File: src/rtl/acc_dispatcher_if.sv
// Channel bundle between the issue stage, the accelerator and the register
// file writeback port. The dispatcher takes the slave view; the surrounding
// environment (issue stage, accelerator, register file) takes the master view.
interface acc_dispatcher_if #(
    parameter int ACC_DATA_WIDTH     = 64,
    parameter int ACC_INSTR_WIDTH    = 32,
    parameter int ACC_REG_ADDR_WIDTH = 5
);
    // issue stage -> dispatcher
    logic                          issue_valid_i;
    logic                          issue_ready_o;
    logic [ACC_INSTR_WIDTH-1:0]    issue_instr_i;
    logic [ACC_DATA_WIDTH-1:0]     issue_rs1_i;
    logic [ACC_DATA_WIDTH-1:0]     issue_rs2_i;
    // dispatcher -> accelerator command
    logic                          cmd_valid_o;
    logic                          cmd_ready_i;
    logic [ACC_INSTR_WIDTH-1:0]    cmd_instr_o;
    logic [ACC_DATA_WIDTH-1:0]     cmd_rs1_o;
    logic [ACC_DATA_WIDTH-1:0]     cmd_rs2_o;
    // accelerator -> dispatcher response
    logic                          resp_valid_i;
    logic                          resp_ready_o;
    logic [ACC_DATA_WIDTH-1:0]     resp_data_i;
    logic [ACC_REG_ADDR_WIDTH-1:0] resp_rd_i;
    // dispatcher -> register file writeback
    logic                          wb_valid_o;
    logic                          wb_ready_i;
    logic [ACC_DATA_WIDTH-1:0]     wb_data_o;
    logic [ACC_REG_ADDR_WIDTH-1:0] wb_rd_o;

    modport slave (
        input  issue_valid_i, issue_instr_i, issue_rs1_i, issue_rs2_i,
        output issue_ready_o,
        output cmd_valid_o, cmd_instr_o, cmd_rs1_o, cmd_rs2_o,
        input  cmd_ready_i,
        input  resp_valid_i, resp_data_i, resp_rd_i,
        output resp_ready_o,
        output wb_valid_o, wb_data_o, wb_rd_o,
        input  wb_ready_i
    );

    modport master (
        output issue_valid_i, issue_instr_i, issue_rs1_i, issue_rs2_i,
        input  issue_ready_o,
        input  cmd_valid_o, cmd_instr_o, cmd_rs1_o, cmd_rs2_o,
        output cmd_ready_i,
        output resp_valid_i, resp_data_i, resp_rd_i,
        input  resp_ready_o,
        input  wb_valid_o, wb_data_o, wb_rd_o,
        output wb_ready_i
    );
endinterface

File: src/rtl/acc_dispatcher.sv
// Accelerator dispatcher: command FIFO towards the accelerator, capped
// in-flight counter, and a single-entry writeback register for responses.
module acc_dispatcher #(
    parameter int ACC_DATA_WIDTH     = 64,
    parameter int ACC_INSTR_WIDTH    = 32,
    parameter int ACC_REG_ADDR_WIDTH = 5,
    parameter int CMD_DEPTH          = 4,
    parameter int MAX_OUTSTANDING    = 8
) (
    input  logic               clk_i,
    input  logic               rst_i,
    input  logic               flush_i,
    acc_dispatcher_if.slave    bus,
    output logic [7:0]         outstanding_o,
    output logic               busy_o,
    output logic               err_o
);
    localparam int         AW      = $clog2(CMD_DEPTH);
    localparam logic [7:0] MAX_OUT = 8'(MAX_OUTSTANDING);
    localparam logic [AW:0] PTR_ONE = (AW+1)'(1);

    typedef struct packed {
        logic [ACC_INSTR_WIDTH-1:0] instr;
        logic [ACC_DATA_WIDTH-1:0]  rs1;
        logic [ACC_DATA_WIDTH-1:0]  rs2;
    } cmd_t;

    cmd_t                          mem_q [CMD_DEPTH];
    logic [AW:0]                   wr_ptr_q, wr_ptr_d, rd_ptr_q, rd_ptr_d;
    logic [7:0]                    cnt_q, cnt_d;
    logic                          wb_valid_q, wb_valid_d;
    logic [ACC_DATA_WIDTH-1:0]     wb_data_q, wb_data_d;
    logic [ACC_REG_ADDR_WIDTH-1:0] wb_rd_q, wb_rd_d;
    logic                          err_q, err_d;

    logic empty, full, push, pop, resp_fire, resp_take, wb_fire;
    cmd_t head;

    // Extra pointer MSB tells a full FIFO from an empty one.
    assign empty = (wr_ptr_q == rd_ptr_q);
    assign full  = (wr_ptr_q[AW] != rd_ptr_q[AW]) &&
                   (wr_ptr_q[AW-1:0] == rd_ptr_q[AW-1:0]);
    assign head  = mem_q[rd_ptr_q[AW-1:0]];

    // Readies/valids are gated by reset so nothing handshakes in the reset cycle.
    assign bus.issue_ready_o = !rst_i && !full && !flush_i;
    assign bus.cmd_valid_o   = !rst_i && !empty && (cnt_q < MAX_OUT);
    assign bus.cmd_instr_o   = head.instr;
    assign bus.cmd_rs1_o     = head.rs1;
    assign bus.cmd_rs2_o     = head.rs2;
    assign bus.resp_ready_o  = !rst_i && (!wb_valid_q || bus.wb_ready_i);
    assign bus.wb_valid_o    = !rst_i && wb_valid_q;
    assign bus.wb_data_o     = wb_data_q;
    assign bus.wb_rd_o       = wb_rd_q;

    assign push      = bus.issue_valid_i && bus.issue_ready_o;
    assign pop       = bus.cmd_valid_o && bus.cmd_ready_i;
    assign resp_fire = bus.resp_valid_i && bus.resp_ready_o;
    // A response with nothing in flight is flagged and dropped.
    assign resp_take = resp_fire && (cnt_q != 8'd0);
    assign wb_fire   = bus.wb_valid_o && bus.wb_ready_i;

    assign outstanding_o = cnt_q;
    assign err_o         = err_q;
    assign busy_o        = !empty || (cnt_q != 8'd0) || wb_valid_q;

    // Next-state for pointers, in-flight counter, writeback register and error flag.
    always_comb begin
        wr_ptr_d   = wr_ptr_q;
        rd_ptr_d   = rd_ptr_q;
        cnt_d      = cnt_q;
        wb_valid_d = wb_valid_q;
        wb_data_d  = wb_data_q;
        wb_rd_d    = wb_rd_q;
        err_d      = err_q;
        if (push) wr_ptr_d = wr_ptr_q + PTR_ONE;
        if (pop)  rd_ptr_d = rd_ptr_q + PTR_ONE;
        // Flush drops queued entries; a pop in the same cycle still counts below.
        if (flush_i) begin
            wr_ptr_d = '0;
            rd_ptr_d = '0;
        end
        case ({pop, resp_take})
            2'b10:   cnt_d = cnt_q + 8'd1;
            2'b01:   cnt_d = cnt_q - 8'd1;
            default: cnt_d = cnt_q;
        endcase
        if (resp_take) begin
            wb_valid_d = 1'b1;
            wb_data_d  = bus.resp_data_i;
            wb_rd_d    = bus.resp_rd_i;
        end else if (wb_fire) begin
            wb_valid_d = 1'b0;
        end
        if (resp_fire && (cnt_q == 8'd0)) err_d = 1'b1;
    end

    // Control and writeback state registers.
    always_ff @(posedge clk_i) begin
        if (rst_i) begin
            wr_ptr_q   <= '0;
            rd_ptr_q   <= '0;
            cnt_q      <= '0;
            wb_valid_q <= 1'b0;
            wb_data_q  <= '0;
            wb_rd_q    <= '0;
            err_q      <= 1'b0;
        end else begin
            wr_ptr_q   <= wr_ptr_d;
            rd_ptr_q   <= rd_ptr_d;
            cnt_q      <= cnt_d;
            wb_valid_q <= wb_valid_d;
            wb_data_q  <= wb_data_d;
            wb_rd_q    <= wb_rd_d;
            err_q      <= err_d;
        end
    end

    // FIFO storage; contents are only meaningful between the pointers.
    always_ff @(posedge clk_i) begin
        if (push) mem_q[wr_ptr_q[AW-1:0]] <= {bus.issue_instr_i, bus.issue_rs1_i, bus.issue_rs2_i};
    end
endmodule

File: src/flat_wrapper.sv
// flat-port wrapper written by rule: the top's interface ports become plain ports
module acc_dispatcher_flat 
#(
    parameter int ACC_DATA_WIDTH     = 64,
    parameter int ACC_INSTR_WIDTH    = 32,
    parameter int ACC_REG_ADDR_WIDTH = 5,
    parameter int CMD_DEPTH          = 4,
    parameter int MAX_OUTSTANDING    = 8
)
  (clk_i, rst_i, flush_i, outstanding_o, busy_o, err_o, bus_issue_valid_i, bus_issue_instr_i, bus_issue_rs1_i, bus_issue_rs2_i, bus_issue_ready_o, bus_cmd_valid_o, bus_cmd_instr_o, bus_cmd_rs1_o, bus_cmd_rs2_o, bus_cmd_ready_i, bus_resp_valid_i, bus_resp_data_i, bus_resp_rd_i, bus_resp_ready_o, bus_wb_valid_o, bus_wb_data_o, bus_wb_rd_o, bus_wb_ready_i);
  acc_dispatcher_if #(.ACC_DATA_WIDTH(ACC_DATA_WIDTH), .ACC_INSTR_WIDTH(ACC_INSTR_WIDTH), .ACC_REG_ADDR_WIDTH(ACC_REG_ADDR_WIDTH)) bus_i ();
  input  logic clk_i;
  input  logic rst_i;
  input  logic flush_i;
  output logic [7:0] outstanding_o;
  output logic busy_o;
  output logic err_o;
  input wire logic [$bits(bus_i.issue_valid_i)-1:0] bus_issue_valid_i;
  input wire logic [$bits(bus_i.issue_instr_i)-1:0] bus_issue_instr_i;
  input wire logic [$bits(bus_i.issue_rs1_i)-1:0] bus_issue_rs1_i;
  input wire logic [$bits(bus_i.issue_rs2_i)-1:0] bus_issue_rs2_i;
  output wire logic [$bits(bus_i.issue_ready_o)-1:0] bus_issue_ready_o;
  output wire logic [$bits(bus_i.cmd_valid_o)-1:0] bus_cmd_valid_o;
  output wire logic [$bits(bus_i.cmd_instr_o)-1:0] bus_cmd_instr_o;
  output wire logic [$bits(bus_i.cmd_rs1_o)-1:0] bus_cmd_rs1_o;
  output wire logic [$bits(bus_i.cmd_rs2_o)-1:0] bus_cmd_rs2_o;
  input wire logic [$bits(bus_i.cmd_ready_i)-1:0] bus_cmd_ready_i;
  input wire logic [$bits(bus_i.resp_valid_i)-1:0] bus_resp_valid_i;
  input wire logic [$bits(bus_i.resp_data_i)-1:0] bus_resp_data_i;
  input wire logic [$bits(bus_i.resp_rd_i)-1:0] bus_resp_rd_i;
  output wire logic [$bits(bus_i.resp_ready_o)-1:0] bus_resp_ready_o;
  output wire logic [$bits(bus_i.wb_valid_o)-1:0] bus_wb_valid_o;
  output wire logic [$bits(bus_i.wb_data_o)-1:0] bus_wb_data_o;
  output wire logic [$bits(bus_i.wb_rd_o)-1:0] bus_wb_rd_o;
  input wire logic [$bits(bus_i.wb_ready_i)-1:0] bus_wb_ready_i;
  assign bus_i.issue_valid_i = bus_issue_valid_i;
  assign bus_i.issue_instr_i = bus_issue_instr_i;
  assign bus_i.issue_rs1_i = bus_issue_rs1_i;
  assign bus_i.issue_rs2_i = bus_issue_rs2_i;
  assign bus_issue_ready_o = bus_i.issue_ready_o;
  assign bus_cmd_valid_o = bus_i.cmd_valid_o;
  assign bus_cmd_instr_o = bus_i.cmd_instr_o;
  assign bus_cmd_rs1_o = bus_i.cmd_rs1_o;
  assign bus_cmd_rs2_o = bus_i.cmd_rs2_o;
  assign bus_i.cmd_ready_i = bus_cmd_ready_i;
  assign bus_i.resp_valid_i = bus_resp_valid_i;
  assign bus_i.resp_data_i = bus_resp_data_i;
  assign bus_i.resp_rd_i = bus_resp_rd_i;
  assign bus_resp_ready_o = bus_i.resp_ready_o;
  assign bus_wb_valid_o = bus_i.wb_valid_o;
  assign bus_wb_data_o = bus_i.wb_data_o;
  assign bus_wb_rd_o = bus_i.wb_rd_o;
  assign bus_i.wb_ready_i = bus_wb_ready_i;
  acc_dispatcher #(.ACC_DATA_WIDTH(ACC_DATA_WIDTH), .ACC_INSTR_WIDTH(ACC_INSTR_WIDTH), .ACC_REG_ADDR_WIDTH(ACC_REG_ADDR_WIDTH), .CMD_DEPTH(CMD_DEPTH), .MAX_OUTSTANDING(MAX_OUTSTANDING)) u_core (.clk_i(clk_i), .rst_i(rst_i), .flush_i(flush_i), .bus(bus_i), .outstanding_o(outstanding_o), .busy_o(busy_o), .err_o(err_o));
endmodule
File: config.mk
export PLATFORM = sky130hd
export DESIGN_NAME = acc_dispatcher_flat
export DESIGN_NICKNAME = d
export VERILOG_FILES = /design/src/rtl/acc_dispatcher_if.sv /design/src/rtl/acc_dispatcher.sv /design/src/flat_wrapper.sv
export SDC_FILE = /design/constraint.sdc
export NUM_CORES = 1
export LEC_CHECK = 0
export BUFFER_PORTS_ARGS = -buffer_cell sky130_fd_sc_hd__buf_2
export CAP_MARGIN = 10
export CORE_ASPECT_RATIO = 0.5
export CORE_MARGIN = 1.5
export CORE_UTILIZATION = 49
export DETAILED_ROUTE_END_ITERATION = 10
export GPL_ROUTABILITY_DRIVEN = 0
export PLACE_DENSITY_LB_ADDON = 0.25
export SLEW_MARGIN = 30
export SYNTH_ARGS = -nofsm -noshare
export SYNTH_HDL_FRONTEND = slang
export SYNTH_SLANG_ARGS = --single-unit
export TNS_END_PERCENT = 5
File: constraint.sdc
create_clock -name clk_i -period 15.15 [get_ports clk_i]
set_input_delay 3.03 -clock clk_i [delete_from_list [all_inputs] [get_ports clk_i]]
set_output_delay 3.03 -clock clk_i [all_outputs]
set_load 0.02 [all_outputs]
==> impl_metrics.py <==
metrics = {
    "timing": {
        "finalCritPeriodShare": 0.493,
        "hold_viol": 0,
        "drv_slew": 0,
        "skew_ns": 0.0154,
        "setup_tns_ns": 0,
        "setup_viol": 0,
        "slew-limit-headroom": 0.350,
        "whs_ns": 0.448,
        "max_freq_ghz": 0.134,
        "rsz0062_at_grt": "no",
        "tightest_slew_ns": 0.975,
        "fin_crit_ns": 7.46,
        "setup_slack_ns": 7.69,
    },
    "detailed_routing": {
        "wl_um": 53500,
        "vias": 13300,
        "routed_via_density": 5.26,
        "firstDrtPassIters": 4,
        "drtIter0Drc": 869,
        "wl_per_cell_um": 21.2,
        "drc": 0,
        "postRouteAntennaNets": 0,
    },
    "status": {
        "status": "finished, final reports clean",
    },
    "cts": {
        "cts-root-buf": "clkbuf_16",
        "cts_resized": 0,
        "clock_latency_ns": 0.61,
        "max-clock-path-buffers": 3,
        "clock-sinks": 727,
        "cts_tree": "built",
        "post_cts_buffers": 0,
        "path_clk_slew_ns": 0.06,
        "h-tree-depth": 2,
        "cts_hold_buf": 0,
        "numCtsBuffers": 61,
    },
    "pwr": {
        "ir_worst_vdd_mv": 0.0871,
        "p_leak_nw": 10.9,
        "power.density_mw_per_mm2": 123,
        "power.total_mw": 3.89,
    },
    "global_routing": {
        "grt_max_degree": 85,
        "grt.total_usage": 0.192,
        "grt_antenna_before_repair": 5,
        "grt_pass1_vias": 13700,
        "grt_pass1_wl_um": 81300,
        "overflow": 0,
    },
    "floorplan": {
        "die_h_um": 167,
        "core-area_mm2": 0.0536,
        "dieArea_mm2": 0.0556,
        "die-width_um": 332,
        "ios": 479,
        "start_util": 0.494,
        "rows": 60,
    },
    "place": {
        "place_hpwl_um": 33200,
        "dpl_worst_slack_ns": 7.69,
        "port-buffer-count": 478,
        "dp_cells": 2416,
        "place_area_mm2": 0.0297,
    },
    "logic_synthesis": {
        "syn_area_mm2": 0.0265,
        "synth_seq_cells": 727,
        "syn_inst": 1270,
        "synth_fp_nets": 1519,
        "synth_top_flop_cell": "edfxtp_1",
        "synth_area_per_cell_um2": 20.9,
        "synth-edff-count": 640,
        "synth_seq_area_share": 0.791,
        "ys_types": 44,
        "ys_warn_count": 0,
        "async_reset_ff_frac": 0,
    },
    "setup_path": {
        "r2r_cells": 5,
        "start_kind": "primary input",
        "reg2reg_from": "u_core.wr_ptr_q[0]$_SDFFE_PP0P_",
        "crit_type": "in2out",
        "cp_max_fo": 84,
        "cp.required_ns": 12.12,
        "r2r-end": "u_core.mem_q[3][127]$_DFFE_PP_",
        "critPathCaptureType": "primary output",
        "crit_arrival_ns": 4.43,
        "r2r_slack_ns": 11.14,
    },
    "cells_and_area": {
        "layout.nets": 2016,
        "finalNonFillerCells": 2530,
        "design_area_mm2": 0.0317,
        "fill_cells": 4030,
        "layout-drive-gt1-share": 0.413,
        "final_core_util": 0.591,
        "syn_to_final_growth_pct": 19.6,
    },
    "hold_path": {
        "hold_path_class": "reg2reg",
        "worstHoldEndpoint": "u_core.bus.wb_data_o[53]$_SDFFE_PP0P_",
        "holdPathStages": 2,
        "hold_start": "u_core.bus.wb_data_o[53]$_SDFFE_PP0P_",
    },
    "job": {
        "maxCapViolations": 0,
    },
}
-- cells by family after synthesis --
kind of cell	after synthesis	share of synthesized area
adders and majority gates	13	0.00642
buffers and inverters	72	0.0123
xor gates and xnor gates	9	0.00297
and+or+nand+nor	195	0.0312
muxes	162	0.137
AOI/OAI and AO/OA	92	0.0194
DFF	727	0.791
-- where the power goes --
group          total, mW  leakage (nW)  internal (mW)  switching [mW]
sequential          2.20          6.48           2.19         0.00412
combinational      0.115          3.42         0.0460          0.0693
clock               1.58         0.953          0.894           0.685
-- how the worst max path moves through the flow --
stage               startpoint                           end
detailed placement       rst_i              bus_resp_ready_o
global route             rst_i              bus_resp_ready_o
finish                   rst_i              bus_resp_ready_o
global placement         rst_i              bus_resp_ready_o
floorplan                rst_i  u_core.mem_q[3][0]$_DFFE_PP_
CTS                      rst_i              bus_resp_ready_o
-- final cells by class --
| type | instances | area (µm²) | area share |
|---|---|---|---|
| clock buffer | 78 | 1630 | 0.0515 |
| inverter | 10 | 37.5 | 0.00118 |
| multi-input combinational | 471 | 5220 | 0.165 |
| clock inverter | 30 | 357 | 0.0113 |
| tap | 713 | 892 | 0.0282 |
| antenna | 5 | 12.5 | 0.000395 |
| sequential | 727 | 21000 | 0.662 |
| timing repair buffer | 496 | 2560 | 0.0809 |
-- layout by cell type, fill, tap and decap left out, drive strengths merged, types with 4 or more instances in the layout --
| master | count |
|---|---|
| clkbuf | 78 |
| nor3 | 5 |
| and2 | 8 |
| dfxtp | 87 |
| edfxtp | 640 |
| nand3 | 5 |
| xnor2 | 5 |
| xor2 | 4 |
| clkinvlp | 4 |
| ha | 12 |
| diode | 5 |
| mux4 | 160 |
| bufinv | 8 |
| nand2 | 143 |
| inv | 11 |
| buf | 496 |
| nor2 | 16 |
| a21oi | 75 |
| clkinv | 17 |
-- cell usage after synthesis (2+ instances only) --
library cell	number	area [µm²]
edfxtp_1	640	19200
mux4_2	160	3600
nand2_1	143	537
dfxtp_1	87	1740
a21oi_1	75	375
clkbuf_1	25	93.8
buf_2	23	115
nor2_1	16	60.1
ha_1	12	150
inv_1	9	33.8
and2_1	8	50.1
buf_1	7	26.3
buf_4	7	52.6
nor3_1	5	25.0
xnor2_1	5	43.8
nand3_1	4	20.0
xor2_1	4	35.0
a31oi_1	3	18.8
nor2b_1	3	18.8
or3_1	3	18.8
a211oi_1	2	15.0
nand2b_1	2	12.5
nand3b_1	2	15.0
nor4_1	2	12.5
nor4b_1	2	17.5
o21a_1	2	15.0
o21bai_1	2	15.0
-- layer usage --
| metal | vias up | GRT usage | part of all wire |
|---|---|---|---|
| li1 | 6105 | - | - |
| met1 | 6819 | 0.238 | 0.39 |
| met2 | 297 | 0.344 | 0.54 |
| met3 | 90 | 0.0381 | 0.042 |
| met4 | 0 | 0.0560 | 0.023 |
| met5 | - | 0 | 0 |
-- sequential cells by signal, indices dropped and copies added, names as in the netlist, named ones only --
| signal | count |
|---|---|
| u_core.bus.wb_data_o | 64 |
| u_core.bus.wb_rd_o | 5 |
| u_core.err_o | 1 |
| u_core.mem_q | 640 |
| u_core.outstanding_o | 8 |
| u_core.rd_ptr_q | 3 |
| u_core.wb_valid_q | 1 |
| u_core.wr_ptr_q | 3 |
-- critical path: stages --
cell,delay (ns)
buf_2,0.08
buf_4,0.67
inv_1,0.23
and2_1,0.24
buf_2,0.17
(Power assumes the default switching activity.)
